==> src/rtl/egress_rr_sched.sv <==
// egress_rr_sched: round-robin egress scheduler. It merges NUM_OF_PORTS per-port
// FIFOs onto a single valid/ready egress stream. Each grant drains up to
// MAX_BURST words from one port. Read data lands in a 2-entry skid buffer whose
// head drives the egress outputs.
//
// Ports:
//   clk, rst_n      - rising-edge clock, asynchronous active-low reset
//   arb_en          - allows new grants (an active burst always completes)
//   port_ready[i]   - port i FIFO non-empty
//   port_out        - port i data in slice [i*WORD_WIDTH +: WORD_WIDTH], one cycle after port_read[i]
//   port_read       - one-hot (or zero) pop strobe toward the port FIFOs
//   egr_data/egr_port/egr_last/egr_valid - egress word, its source port, end-of-grant marker
//   egr_ready       - downstream accept
//
// Optional build macro: EGR_STRICT_PRIO_EN - port 0 wins every arbitration it
// is ready for; the remaining ports rotate round-robin.
module egress_rr_sched #(
    parameter int NUM_OF_PORTS = 4,
    parameter int WORD_WIDTH   = 8,
    parameter int MAX_BURST    = 4
) (
    input  logic                               clk,
    input  logic                               rst_n,
    input  logic                               arb_en,
    input  logic [NUM_OF_PORTS-1:0]            port_ready,
    input  logic [NUM_OF_PORTS*WORD_WIDTH-1:0] port_out,
    output logic [NUM_OF_PORTS-1:0]            port_read,
    output logic [WORD_WIDTH-1:0]              egr_data,
    output logic                               egr_valid,
    input  logic                               egr_ready,
    output logic [$clog2(NUM_OF_PORTS)-1:0]    egr_port,
    output logic                               egr_last
);
    localparam int PW = $clog2(NUM_OF_PORTS);
    localparam int CW = $clog2(MAX_BURST + 1);
    localparam logic [CW-1:0] MAX_CNT  = CW'(MAX_BURST);
    localparam logic [CW-1:0] LAST_CNT = CW'(MAX_BURST - 1);

    typedef enum logic [1:0] {IDLE, BURST, FLUSH} state_t;

    state_t                    state_q, state_d;
    logic [PW-1:0]             grant_q, last_grant_q, arb_idx;
    logic                      arb_hit, grant_now;
    logic [CW-1:0]             burst_cnt_q;
    logic                      rd_d1_q, rd_last_d1_q;
    logic                      can_issue, port_read_i, end_low, last_rd, mark_prev;
    logic                      xfer, space_ok;
    logic [2:0]                occ_lhs, occ_rhs;
    logic [WORD_WIDTH-1:0]     sel_word;

    logic [1:0][WORD_WIDTH-1:0] buf_data;
    logic [1:0][PW-1:0]         buf_port;
    logic [1:0]                 buf_last;
    logic                       wr_ptr_q, rd_ptr_q;
    logic [1:0]                 occ_q;

    // Round-robin search starting at last_grant+1; walking k downward lets the
    // nearest ready port overwrite farther ones.
    always_comb begin
        arb_hit = 1'b0;
        arb_idx = '0;
        for (int k = NUM_OF_PORTS; k >= 1; k--) begin
            if (port_ready[(int'(last_grant_q) + k) % NUM_OF_PORTS]) begin
                arb_hit = 1'b1;
                arb_idx = PW'((int'(last_grant_q) + k) % NUM_OF_PORTS);
            end
        end
`ifdef EGR_STRICT_PRIO_EN
        // When port 0 is idle, the search above is already round-robin over the rest.
        if (port_ready[0]) begin
            arb_hit = 1'b1;
            arb_idx = '0;
        end
`endif
    end

    assign grant_now = (state_q == IDLE) && arb_en && arb_hit;
    assign xfer      = egr_valid && egr_ready;

    // A new read lands two edges from now. Buffered plus in-flight words,
    // minus what leaves this cycle, must stay below the two buffer entries.
    assign occ_lhs  = {1'b0, occ_q} + {2'b0, rd_d1_q};
    assign occ_rhs  = 3'd2 + {2'b0, xfer};
    assign space_ok = occ_lhs < occ_rhs;

    assign can_issue   = (state_q == BURST) && (burst_cnt_q < MAX_CNT) && space_ok;
    assign port_read_i = can_issue && port_ready[grant_q];
    assign end_low     = can_issue && !port_ready[grant_q];
    assign last_rd     = port_read_i && (burst_cnt_q == LAST_CNT);
    // Burst ended by an empty port: retro-tag the newest word of this burst.
    assign mark_prev   = end_low && (burst_cnt_q != '0);

    assign port_read = port_read_i ? (NUM_OF_PORTS'(1) << grant_q) : '0;
    assign sel_word  = port_out[grant_q*WORD_WIDTH +: WORD_WIDTH];

    always_comb begin
        state_d = state_q;
        case (state_q)
            IDLE:    if (grant_now) state_d = BURST;
            BURST:   if (last_rd || end_low || burst_cnt_q >= MAX_CNT) state_d = FLUSH;
            FLUSH:   if (!rd_d1_q) state_d = IDLE;
            default: state_d = IDLE;
        endcase
    end

    always_ff @(posedge clk or negedge rst_n) begin
        if (!rst_n) begin
            state_q      <= IDLE;
            grant_q      <= '0;
            last_grant_q <= PW'(NUM_OF_PORTS - 1);
            burst_cnt_q  <= '0;
            rd_d1_q      <= 1'b0;
            rd_last_d1_q <= 1'b0;
        end else begin
            state_q      <= state_d;
            rd_d1_q      <= port_read_i;
            rd_last_d1_q <= last_rd;
            if (grant_now) begin
                grant_q     <= arb_idx;
                burst_cnt_q <= '0;
            end else if (port_read_i) begin
                burst_cnt_q <= burst_cnt_q + 1'b1;
            end
            if (state_q == FLUSH && !rd_d1_q) last_grant_q <= grant_q;
        end
    end

    // grant_q cannot change while a read is in flight (FLUSH waits for it),
    // so it is a valid tag for the captured word.
    always_ff @(posedge clk or negedge rst_n) begin
        if (!rst_n) begin
            buf_data <= '0;
            buf_port <= '0;
            buf_last <= '0;
            wr_ptr_q <= 1'b0;
            rd_ptr_q <= 1'b0;
            occ_q    <= '0;
        end else begin
            if (rd_d1_q) begin
                buf_data[wr_ptr_q] <= sel_word;
                buf_port[wr_ptr_q] <= grant_q;
                buf_last[wr_ptr_q] <= rd_last_d1_q | mark_prev;
                wr_ptr_q           <= ~wr_ptr_q;
            end else if (mark_prev && occ_q != 2'd0) begin
                buf_last[~wr_ptr_q] <= 1'b1;
            end
            if (xfer) rd_ptr_q <= ~rd_ptr_q;
            occ_q <= occ_q + {1'b0, rd_d1_q} - {1'b0, xfer};
        end
    end

    assign egr_valid = (occ_q != 2'd0);
    assign egr_data  = buf_data[rd_ptr_q];
    assign egr_port  = buf_port[rd_ptr_q];
    assign egr_last  = buf_last[rd_ptr_q];

endmodule

==> config.mk <==
export PLATFORM = sky130hd
export DESIGN_NAME = egress_rr_sched
export DESIGN_NICKNAME = d
export VERILOG_FILES = /design/src/rtl/egress_rr_sched.sv
export SDC_FILE = /design/constraint.sdc
export NUM_CORES = 1
export LEC_CHECK = 0
export BUFFER_PORTS_ARGS = -buffer_cell sky130_fd_sc_hd__buf_2
export CAP_MARGIN = 20
export CORE_MARGIN = 2
export CORE_UTILIZATION = 52
export CTS_CLUSTER_SIZE = 24
export DETAILED_ROUTE_END_ITERATION = 6
export PLACE_DENSITY = 0.79
export SLEW_MARGIN = 20
export SYNTH_ARGS = -nofsm -noshare
export SYNTH_HDL_FRONTEND = slang
export SYNTH_SLANG_ARGS = --single-unit
==> constraint.sdc <==
create_clock -name clk -period 2.45 [get_ports clk]
set_input_delay 0.49 -clock clk [delete_from_list [all_inputs] [get_ports clk]]
set_output_delay 0.49 -clock clk [all_outputs]
set_load 0.03 [all_outputs]
# Yosys cells after proc, flatten, opt, wreduce, memory -nomap -nowiden
# Cells that the tools add are included.
word_totals:
  register_bits: 37
  inputBits: 40
  wordCells: 127
classes:
  n_mux: 48
  n_addsub: 9
  magnitude_cmp: 13
  shifts: 2
  bitwise: 8
  eq_ne: 6
  n_reduce_logical: 27
op_table:
  columns: ["operator", "n"]
  rows:
  - ["$shiftx A32 B6 Y8", 1]
  - ["$mux W2", 12]
  - ["$mux W8", 3]
  - ["$mux W1", 17]
  - ["$bwmux W16", 1]
  - ["$lt A3 B4 Y1 const B", 4]
  - ["$logic_and A1 B1 Y1", 13]
  - ["$bmux W1 S2", 5]
  - ["$demux W8 S1", 1]
  - ["$reduce_or A2 Y1", 4]
  - ["$lt A1 B2 Y1 const B", 3]
  - ["$mux W3", 2]
  - ["$pmux W2 S3", 1]
  - ["$reduce_bool A2 Y1", 3]
  - ["$add A2 B1 Y2 const B", 2]
  - ["$add A2 B2 Y2 const B", 2]
  - ["$and A1 B1 Y1 const A", 4]
  - ["$bwmux W4", 1]
  - ["$mux W4", 1]
  - ["$ne A2 B2 Y1 const B", 2]
  - ["$shl A1 B2 Y4 const A", 1]
  - ["$add A2 B1 Y3", 1]
  - ["$add A2 B1 Y3 const A", 1]
  - ["$add A3 B1 Y3 const B", 1]
  - ["other kinds (22)", 27]

# Logic depth before layout (Yosys ltp)
# Gate-level depths: netlist of the first run.
depth:
  word_depth: 13
  depth_mapped: 7
  depth_no_buf: 7

# Least setup slack after synthesis of the first run
# Ideal clock, no wire load.
synth_path:
  path_kind: "flip-flop to output port"
  startpoint: "reg rd_d1_q"
  endpoint: "out port_read[2]"
  path_stages_with_launch: 6
  required_ps: 1960
  slack_ps: -107
  t_arrival_ps: 2067
  n_path_buf: 0
  cell_sequence: "dfrtp_1 > ha_1 > ha_1 > nor3_1 > nand3_4 > nor3b_1"
synth_between:
  elab_chain_len: 5
synth_rtl:
  columns: ["element", "line", "rtl"]
  rows:
  - ["start, declared", "45", "logic rd_d1_q, rd_last_d1_q;"]
  - ["start signal, assigned", "116", "rd_d1_q <= port_read_i;"]
  - ["$add A2 B1 Y3", "82", "assign occ_lhs = {1'b0, occ_q} + {2'b0, rd_d1_q};"]
  - ["$lt A3 B3 Y1", "84", "assign space_ok = occ_lhs < occ_rhs;"]
  - ["$logic_and A1 B1 Y1", "86", "assign can_issue = (state_q == BURST) && (burst_cnt_q < MAX_CNT) && space_ok;"]
  - ["$logic_and A1 B1 Y1", "87", "assign port_read_i = can_issue && port_ready[grant_q];"]
  - ["$mux W4", "93", "assign port_read = port_read_i ? (NUM_OF_PORTS'(1) << grant_q) : '0;"]
  - ["end, declared", "27", "output logic [NUM_OF_PORTS-1:0] port_read,"]
# Every way passes these cells.

# Worst setup path in the final report of the first run
layout_path:
  startpoint: "reg rd_d1_q"
  endpoint: "out port_read[3]"
layout_between:
  elab_chain_len: 5
layout_rtl:
  columns: ["element", "line", "rtl"]
  rows:
  - ["$add A2 B1 Y3", "82", null]
  - ["$lt A3 B3 Y1", "84", null]
  - ["$logic_and A1 B1 Y1", "86", null]
  - ["$logic_and A1 B1 Y1", "87", null]
  - ["via port_read_i", "46", "logic can_issue, port_read_i, end_low, last_rd, mark_prev;"]
  - ["$mux W4", "93", null]
# The timed path passes the listed nets, and every way through them passes these cells.

==> impl_metrics.env, run 1 <==
export IMPL_status="finished clean"
export IMPL_fin_skew_ns=0.00448
export IMPL_htreeDepth=2
export IMPL_worstSkewPairLatency_ns=0.29
export IMPL_grt_max_degree=38
export IMPL_finalHoldViolCount=0
export IMPL_rsz0062_at_grt="no"
export IMPL_core_area_sq_um=3940
export IMPL_cts_sinks=37
export IMPL_p_leak_nw=1.24
export IMPL_cts_reportedPaths_clkPinSlew_ns=0.07
export IMPL_track_usage=0.208
export IMPL_ys_flop_type="dfrtp_1"
export IMPL_hold_buffers=0
export IMPL_synthDistinctLibCells=40
export IMPL_dr_pass1_iters=4
export IMPL_drt_initial_drc_count=73
export IMPL_fin_crit_ns=2.35
export IMPL_fmax_mhz=426
export IMPL_nets=276
export IMPL_wl_per_cell_um=15.6
export IMPL_via_per_inst=5.53
export IMPL_yosysSeqAreaShare=0.440
export IMPL_worst_pin_slew_ns=0.808
export IMPL_drive_gt1_frac=0.522
export IMPL_initial_core_util=0.535
export IMPL_synth_seq_cells=37
export IMPL_ios=56
export IMPL_finalCritPeriodShare=0.958
export IMPL_crit_arrival_ns=1.86
export IMPL_maxSlewViolCount=0
export IMPL_synth_area_leaders="dfrtp_1 (42%), mux2_2 (18%), mux4_2 (5.3%), mux4_1 (5.0%), ha_1 (4.2%)"
export IMPL_cts_root_buf="clkbuf_8"
export IMPL_crit_path_start_kind="flop"
export IMPL_ir_worst_vdd_v=0.000742
export IMPL_cap_viol_max_count=0
export IMPL_critical_path_class="reg2out"
export IMPL_crit_path_max_fanout=6
export IMPL_avgSynthCellArea_sq_um=12.5
export IMPL_overflow=0
export IMPL_grt_pass1_vias=1541
export IMPL_place_area_sq_um=2440
export IMPL_cp_data_required_time_ns=1.96
export IMPL_io_buffers=55
export IMPL_dieArea_sq_um=4580
export IMPL_die_width_um=67.7
export IMPL_synth_top_area_share=0.415
export IMPL_setup_violations=0
export IMPL_min_path_type="in2async"
export IMPL_num_vias=1548
export IMPL_die_h_um=67.7
export IMPL_antenna_left=0
export IMPL_antenna_found_initial=0
export IMPL_grt_pass1_wl_um=6810
export IMPL_synth_edff_count=0
export IMPL_ys_async_sr_fraction=1.00
export IMPL_num_rows=23
export IMPL_clock_path_buffers=2
export IMPL_tritoncts="yes"
export IMPL_yosysWarnings=0
export IMPL_syn_inst=168
export IMPL_gp_congestion=0.842
export IMPL_cts_buffers=5
export IMPL_antenna_cells=0
export IMPL_remaining_drc_errors=0
export IMPL_pwr_density_cell_nw_per_um2=1370
export IMPL_syn_nets=215
export IMPL_dp_hpwl_um=3140
export IMPL_stdcell_area_sq_um=2600
export IMPL_slew_headroom=0.461
export IMPL_synthTopCellsByCount="dfrtp_1 (35), mux2_2 (33), inv_1 (12)"
export IMPL_yosysTopAreaCell="dfrtp_1"
export IMPL_cp_end_kind="output port"
export IMPL_netlist_area_sq_um=2110
export IMPL_yosysMostFrequentCell="dfrtp_1"
export IMPL_area_growth_pct=23.3
export IMPL_setup_tns_ns=0
export IMPL_routed_wl_um=4350
[cell families after synthesis]
kind of cell               after synthesis  synth area share
adders and majority gates                7            0.0415
xor gates and xnor gates                 4            0.0166
AOI/OAI and AO/OA                       17            0.0623
buffers and inverters                   21            0.0457
and+or+nand+nor                         38             0.104
muxes                                   44             0.289
DFF                                     37             0.440
[placed cells by master (no fill, tap or decap), types with 2 or more instances in the layout]
cell type / instances
a311oi_1: 3
a31oi_1: 2
and3_1: 2
buf_2: 53
buf_4: 8
clkbuf_8: 6
dfrtp_1: 35
dfstp_2: 2
ha_1: 7
inv_1: 12
mux2_2: 33
mux2i_1: 2
mux4_1: 4
mux4_2: 5
nand2_1: 7
nand2b_1: 2
nor2_1: 11
nor2b_1: 2
nor3b_2: 3
o21ai_0: 4
o21ai_1: 2
xnor2_1: 3
[repair_timing]
action                     CTS  global route
gates resized for setup      4             1
pin swaps                    1             1
setup endpoints to repair    4             3
buffers inserted             1             2
[metal layers]
metal | global-route usage | routed length [um] | up-vias
met3 | 0.0600 | 202 | 7
met1 | 0.245 | 1800 | 776
li1 | - | - | 733
met4 | 0.0842 | 69 | 0
met2 | 0.353 | 2280 | 32
met5 | 0 | 0 | -
[registers in the layout (all words and copies together) (netlist names)]
register      flops
buf_data         16
burst_cnt_q       3
occ_q             2
state_q           2
buf_port          4
rd_d1_q           1
wr_ptr_q          1
buf_last          2
rd_last_d1_q      1
rd_ptr_q          1
last_grant_q      2
grant_q           2
[layout make-up]
type | count | area [sq um]
Clock buffer | 7 | 86.3
Clock inverter | 1 | 30.0
Fill cell | 310 | 1340
Inverter | 13 | 48.8
Multi-Input combinational cell | 110 | 1110
Sequential cell | 37 | 928
Tap cell | 50 | 62.6
Timing Repair Buffer | 62 | 333
[report_power, final]
group | internal [mW] | switching (mW) | leakage (nW)
logic | 0.876 | 1.01 | 0.733
clock network | 0.332 | 0.205 | 0.0585
registers | 0.911 | 0.232 | 0.444
total | 2.12 | 1.44 | 1.24
[stage by stage]
step | cells | total power [mW] | utilization | hold slack [ns] | setup WS [ns]
after floorplan | 168 | 2.56 | - | 0.194 | 0.168
after global placement | 269 | 2.91 | 0.620 | 0.481 | 0.205
after detailed placement | 269 | 2.98 | 0.620 | 0.488 | 0.124
after CTS | 278 | 3.56 | 0.655 | 0.302 | 0.0352
after global routing | 280 | 3.82 | 0.659 | 0.350 | 0.00535
final | 280 | 3.56 | 0.659 | 0.282 | 0.102
[critical path, cell delays in order, from the launching register on]
cell,delay [ns]
dfrtp_1,0.39
ha_1,0.21
ha_1,0.31
o21ai_4,0.12
nand3_4,0.14
inv_2,0.07
and3_1,0.14
clkbuf_4,0.18
[worst paths after layout]
kind / from / endpoint / slack (ns) / cells past startpoint
hold / removal: rst_n / occ_q[1]$_DFF_PN0_ / 0.28 / 1
min in group clk: buf_port[2]$_DFFE_PN0P_ / buf_port[2]$_DFFE_PN0P_ / 0.50 / 1
hold reg to reg: buf_port[2]$_DFFE_PN0P_ / buf_port[2]$_DFFE_PN0P_ / 0.50 / 1
setup / recovery: rd_d1_q$_DFF_PN0_ / port_read[3] / 0.10 / 7
max in group asynchronous: rst_n / buf_data[3]$_DFFE_PN0P_ / 1.66 / 1
setup reg to reg: rd_d1_q$_DFF_PN0_ / buf_last[0]$_DFFE_PN0P_ / 0.54 / 6
Note: power is estimated with default switching activity, not from simulation.
==> run 2: changes to the inputs <==
--- a/config.mk
+++ b/config.mk
@@ -8,10 +8,10 @@
 export BUFFER_PORTS_ARGS = -buffer_cell sky130_fd_sc_hd__buf_2
 export CAP_MARGIN = 20
 export CORE_MARGIN = 2
-export CORE_UTILIZATION = 52
+export CORE_UTILIZATION = 45
 export CTS_CLUSTER_SIZE = 24
 export DETAILED_ROUTE_END_ITERATION = 6
-export PLACE_DENSITY = 0.79
+export PLACE_DENSITY = 0.7
 export SLEW_MARGIN = 20
 export SYNTH_ARGS = -nofsm -noshare
 export SYNTH_HDL_FRONTEND = slang
==> run 2 against run 1 <==
  * Core utilization shrank 7.3 points
  * Register-to-register slack gained 0.03 ns
  * Flip-flop and latch count is the same
  * Via count grew 0.13%
  * Sequential power is essentially flat
  * Non-clock buffer count grew 3
  * Sequential share of layout area shrank 0.069 points
  * Routed wire length shrank 0.53%
  * Final cell count grew 1.8%
  * Critical path type unchanged
==> impl_metrics.env, run 2 (synthesis gave the netlist of run 1 again) <==
export IMPL_maxSlewViolCount=0
export IMPL_path_buf_inv=1
export IMPL_power_mw=3.48
export IMPL_multi_input_area_sq_um=1110
export IMPL_initial_core_util=0.474
export IMPL_fin_crit_ns=2.34
export IMPL_grt_max_degree=38
export IMPL_largest_register="buf_data"
export IMPL_p_leak_nw=1.24
export IMPL_path_common_cell="ha_1"
export IMPL_cap_viol_max_count=0
export IMPL_min_path_type="in2async"
export IMPL_final_cell_mix="buf_2 (53), dfrtp_1 (35), mux2_2 (33)"
export IMPL_fin_skew_ns=0.0102
export IMPL_slew_headroom=0.469
export IMPL_antenna_found_initial=0
export IMPL_grt_pass1_vias=1477
export IMPL_track_usage=0.173
export IMPL_largest_register_ffs=16
export IMPL_gp_congestion=0.739
export IMPL_crit_arrival_ns=1.85
export IMPL_setup_tns_ns=0
export IMPL_finalHoldViolCount=0
export IMPL_crit_path_max_fanout=7
export IMPL_dieArea_sq_um=5250
export IMPL_dp_hpwl_um=3100
export IMPL_cts_root_buf="clkbuf_8"
export IMPL_io_buffers=55
export IMPL_setup_violations=0
export IMPL_num_vias=1550
export IMPL_critical_path_class="reg2out"
export IMPL_fmax_mhz=428
export IMPL_r2r_start="rd_d1_q$_DFF_PN0_"
export IMPL_wl_per_cell_um=15.2
export IMPL_final_common_cell="buf_2"
export IMPL_drive_gt1_frac=0.532
export IMPL_nets=279
export IMPL_dr_pass1_iters=4
export IMPL_reg2regPathDepth=6
export IMPL_overflow=0
export IMPL_cts_sinks=37
export IMPL_rsz0062_at_grt="no"
export IMPL_cts_reportedPaths_clkPinSlew_ns=0.08
export IMPL_clock_path_buffers=2
export IMPL_finalCritPeriodShare=0.954
export IMPL_cp_end_kind="output port"
export IMPL_ir_worst_vdd_v=0.000569
export IMPL_area_growth_pct=23.5
export IMPL_fill_cells=376
export IMPL_antenna_cells=0
export IMPL_max_stage_delay_ns=0.38
export IMPL_r2r_end="buf_last[0]$_DFFE_PN0P_"
export IMPL_status="finished clean"
export IMPL_worst_pin_slew_ns=0.796
export IMPL_remaining_drc_errors=0
export IMPL_seq_area_sq_um=928
export IMPL_top_regs="buf_data x16, buf_port x4, burst_cnt_q x3"
export IMPL_die_width_um=72.4
export IMPL_antenna_left=0
export IMPL_cp_top_family="simple AND/OR/NAND/NOR gates"
export IMPL_pwr_density_cell_nw_per_um2=1340
export IMPL_r2r_slack_ns=0.57
export IMPL_cts_buffers=5
export IMPL_path_cells="ha_1, ha_1, nor3_4, nand3_4, nor3b_2, buf_2"
export IMPL_die_h_um=72.4
export IMPL_num_rows=24
export IMPL_cp_data_required_time_ns=1.96
export IMPL_tritoncts="yes"
export IMPL_drt_initial_drc_count=69
export IMPL_crit_path_start_kind="flop"
export IMPL_core_area_sq_um=4440
export IMPL_via_per_inst=5.44
export IMPL_worstSkewPairLatency_ns=0.29
export IMPL_grt_pass1_wl_um=6910
export IMPL_htreeDepth=2
export IMPL_cp_slowest_cell="dfrtp_1"
export IMPL_hold_buffers=0
export IMPL_routed_wl_um=4330
export IMPL_ios=56
-- run 2: cell types whose count changed in the layout (fill, tap and decap cells not counted) --
| cell | change |
|---|---|
| clkbuf_4 | -1 |
| bufinv_16 | -1 |
| clkinv_4 | +1 |
| clkbuf_1 | -1 |
| buf_4 | +4 |
| clkinv_2 | +1 |
-- run 2: report_power, final --
group,internal (mW),switching [mW],total [mW]
Sequential,0.910,0.228,1.14
Combinational,0.904,0.996,1.90
Clock,0.228,0.218,0.446
-- run 2: layer usage --
layer,vias to the layer above,part of all wire,GRT usage
li1,741,-,-
met1,760,0.43,0.216
met2,39,0.51,0.296
met3,10,0.048,0.0403
met4,0,0.016,0.0617
met5,-,0,0
-- run 2: worst reg2reg max path, stage by stage (launching register included) --
cell and delay (ns):
dfrtp_1 0.38, ha_1 0.20, ha_1 0.22, or4b_1 0.55, nor3b_2 0.22, a311oi_1 0.13, nor2_1 0.10
-- run 2: how the worst max path moves through the flow --
| stage | start | slack [ns] | cells after the start | end |
|---|---|---|---|---|
| after floorplan | rd_d1_q$_DFF_PN0_ | 0.17 | 5 | port_read[2] |
| after global placement | occ_q[0]$_DFF_PN0_ | 0.19 | 7 | port_read[3] |
| after detailed placement | occ_q[0]$_DFF_PN0_ | 0.15 | 7 | port_read[3] |
| after CTS | occ_q[0]$_DFF_PN0_ | 0.009 | 7 | port_read[3] |
| after global routing | rd_d1_q$_DFF_PN0_ | 0.007 | 6 | port_read[1] |
| final | rd_d1_q$_DFF_PN0_ | 0.11 | 6 | port_read[1] |
-- run 2: final cells by class --
class                      count  area share
multi-input combinational    110       0.426
clock buffer                   6      0.0317
timing repair buffer          65       0.136
tap                           52      0.0250
inverter                      13      0.0187
sequential                    37       0.357
clock inverter                 2     0.00529
-- run 2: repair_timing --
item | 4_1_cts | 5_1_grt
resized for setup | 2 | 5
cloned | 0 | 0
endpoints found under the setup margin | 4 | 4
pin swaps | 0 | 2
setup buffers | 0 | 5
-- run 2: per-stage QoR --
stage	setup WS (ns)	cell area, sq um	hold slack, ns	util	instances
floorplan	0.168	2120	0.194	-	168
global placement	0.192	2450	0.485	0.552	272
detailed placement	0.146	2450	0.491	0.552	272
CTS	0.00896	2560	0.316	0.576	280
global route	0.00745	2600	0.354	0.586	285
finish	0.114	2600	0.278	0.586	285
==> run 3: changes to the inputs <==
--- a/config.mk
+++ b/config.mk
@@ -5,6 +5,7 @@
 export SDC_FILE = /design/constraint.sdc
 export NUM_CORES = 1
 export LEC_CHECK = 0
+export ABC_AREA = 1
 export BUFFER_PORTS_ARGS = -buffer_cell sky130_fd_sc_hd__buf_2
 export CAP_MARGIN = 20
 export CORE_MARGIN = 2
==> run 3 against run 2 <==
  * First-iteration DRC count is 48% higher
  * Synthesized cell count is 76% higher
  * Design area is 1.6% higher
  * Worst setup slack better by 0.021 ns
  * Routed wire length is 16% higher
  * Clock power is 16% higher
  * Sequential power is 4% lower
  * Core utilization is 1.8 points lower
  * Global-route usage is 3.0 points higher
  * Clock-buffer cell count stayed put
  * Synthesized area is 2.4% higher
==> impl_metrics.env, run 3 <==
export IMPL_largest_register_ffs=16
export IMPL_yosysSeqAreaShare=0.430
export IMPL_synthDistinctLibCells=24
export IMPL_p_seq_frac=0.306
export IMPL_crit_path_start_kind="flop"
export IMPL_crit_path_max_fanout=6
export IMPL_finalNonFillerCells=411
export IMPL_die_h_um=73.3
export IMPL_place_inst=401
export IMPL_r2r_end="buf_last[0]$_DFFE_PN0P_"
export IMPL_p_int_mw=1.87
export IMPL_p_leak_nw=1.43
export IMPL_antenna_cells=0
export IMPL_htreeDepth=2
export IMPL_startpoint="rd_d1_q$_DFF_PN0_"
export IMPL_largest_register="buf_data"
export IMPL_fin_crit_ns=2.32
export IMPL_grt_pass1_wl_um=8350
export IMPL_top_regs="buf_data x16, buf_port x4, burst_cnt_q x3"
export IMPL_cts_reportedPaths_clkPinSlew_ns=0.07
export IMPL_ios=56
export IMPL_cp_end_kind="output port"
export IMPL_hold_buffers=0
export IMPL_gp_congestion=0.760
export IMPL_clock_path_buffers=2
export IMPL_r2r_slack_ns=0.75
export IMPL_routed_wl_um=5010
export IMPL_synthTopCellsByCount="nand2_1 (94), nand3_1 (42), inv_1 (37)"
export IMPL_io_buffers=55
export IMPL_critical_path_class="reg2out"
export IMPL_area_growth_pct=22.6
export IMPL_track_usage=0.203
export IMPL_avgSynthCellArea_sq_um=7.29
export IMPL_finalCritPeriodShare=0.945
export IMPL_synth_area_leaders="dfrtp_1 (41%), nand2_1 (16%), nand3_1 (9.7%), o21ai_0 (7.0%), inv_1 (6.4%)"
export IMPL_finalHoldViolCount=0
export IMPL_ys_flop_type="dfrtp_1"
export IMPL_rsz0062_at_grt="no"
export IMPL_overflow=0
export IMPL_min_path_type="in2async"
export IMPL_swShare=0.476
export IMPL_initial_core_util=0.463
export IMPL_nets=403
export IMPL_cts_sinks=37
export IMPL_dp_hpwl_um=3690
export IMPL_final_core_utilization=0.568
export IMPL_grt_pass1_vias=1890
export IMPL_dieArea_sq_um=5370
export IMPL_combinationalPowerShare=0.549
export IMPL_ir_worst_vdd_v=0.000547
export IMPL_worst_pin_slew_ns=0.827
export IMPL_remaining_drc_errors=0
export IMPL_netlist_area_sq_um=2160
export IMPL_r2r_start="rd_d1_q$_DFF_PN0_"
export IMPL_num_vias=2112
export IMPL_drt_initial_drc_count=102
export IMPL_yosysTopAreaCell="dfrtp_1"
export IMPL_place_area_sq_um=2500
export IMPL_crit_arrival_ns=1.83
export IMPL_final_cell_mix="nand2_1 (94), buf_2 (52), nand3_1 (42)"
export IMPL_fmax_mhz=432
export IMPL_cts_buffers=5
export IMPL_grt_max_degree=38
export IMPL_cts_root_buf="clkbuf_8"
export IMPL_synth_top_area_share=0.406
export IMPL_synth_edff_count=0
export IMPL_wl_per_cell_um=12.2
export IMPL_status="finished clean"
export IMPL_syn_nets=343
export IMPL_pwr_density_cell_nw_per_um2=1350
export IMPL_syn_inst=296
export IMPL_ys_async_sr_fraction=1.00
export IMPL_cap_viol_max_count=0
export IMPL_clkPwrFrac=0.145
export IMPL_fin_skew_ns=0.00520
export IMPL_via_per_inst=5.14
export IMPL_p_sw_mw=1.70
export IMPL_num_rows=25
export IMPL_tritoncts="yes"
export IMPL_maxSlewViolCount=0
export IMPL_yosysWarnings=0
export IMPL_final_common_cell="nand2_1"
export IMPL_dr_pass1_iters=4
export IMPL_setup_violations=0
export IMPL_die_width_um=73.3
export IMPL_drive_gt1_frac=0.221
export IMPL_core_area_sq_um=4660
export IMPL_antenna_found_initial=0
export IMPL_cp_data_required_time_ns=1.96
export IMPL_yosysMostFrequentCell="nand2_1"
export IMPL_worstSkewPairLatency_ns=0.29
export IMPL_slew_headroom=0.449
export IMPL_stdcell_area_sq_um=2650
export IMPL_setup_tns_ns=0
export IMPL_reg2regPathDepth=7
export IMPL_synth_seq_cells=37
export IMPL_antenna_left=0
==> run 3: power by group through the flow <==
stage / clock network, mW / registers [mW] / logic (mW)
after CTS: 0.526 / 1.10 / 1.94
after global routing: 0.552 / 1.13 / 2.24
after detailed placement: 0 / 1.11 / 1.93
after global placement: 0 / 1.10 / 1.90
after floorplan: 0 / 1.03 / 1.48
final: 0.518 / 1.09 / 1.96
==> run 3: worst max path at each step <==
stage                              end  slack, ns
after floorplan           port_read[0]       0.04
after global placement    port_read[0]       0.38
after detailed placement  port_read[2]       0.34
after CTS                 port_read[2]       0.02
after global routing      port_read[1]      0.004
final                     port_read[0]       0.13
==> run 3: through the flow <==
stage / setup WS [ns] / total power, mW / hold slack (ns)
after floorplan: 0.0361 / 2.51 / 0.194
after global placement: 0.379 / 3.00 / 0.462
after detailed placement: 0.343 / 3.04 / 0.467
after CTS: 0.0163 / 3.56 / 0.323
after global routing: 0.00435 / 3.92 / 0.355
final: 0.135 / 3.58 / 0.293
==> run 3: area by class of cell <==
class                           instances  area, sq um
Sequential cell                        37          928
Fill cell                             424         2010
Timing Repair Buffer                   63          343
Clock inverter                          2         35.0
Multi-Input combinational cell        211         1060
Tap cell                               54         67.6
Inverter                               38          143
Clock buffer                            6         72.6
==> run 3: routing by layer <==
metal / vias up / global-route usage / wire length (um)
li1: 1080 / - / -
met4: 0 / 0.0802 / 78
met5: - / 0 / 0
met3: 7 / 0.0384 / 307
met2: 63 / 0.334 / 2360
met1: 962 / 0.263 / 2260
==> run 3: critical path, cell delays in order (launching register included) <==
cell and delay (ns):
dfrtp_1 0.38, ha_1 0.20, ha_1 0.31, a21oi_4 0.20
o21ai_4 0.11, nor3_1 0.14, buf_4 0.18
==> run 3: cells by family (layout without fill, tap and decap cells) <==
group,after synthesis,in the layout,synth area share
AO/OA/AOI/OAI,45,45,0.123
buffers and inverters,48,109,0.0858
flip-flops,37,37,0.430
XOR/XNOR,5,5,0.0203
adder cells (fa/ha/maj),7,7,0.0406
AND/OR/NAND/NOR,154,154,0.300
==> run 3: repair_timing <==
action / 4_1_cts / 5_1_grt
resized for setup: 0 / 5
buffers inserted: 0 / 2
endpoints found under the setup margin: 0 / 4
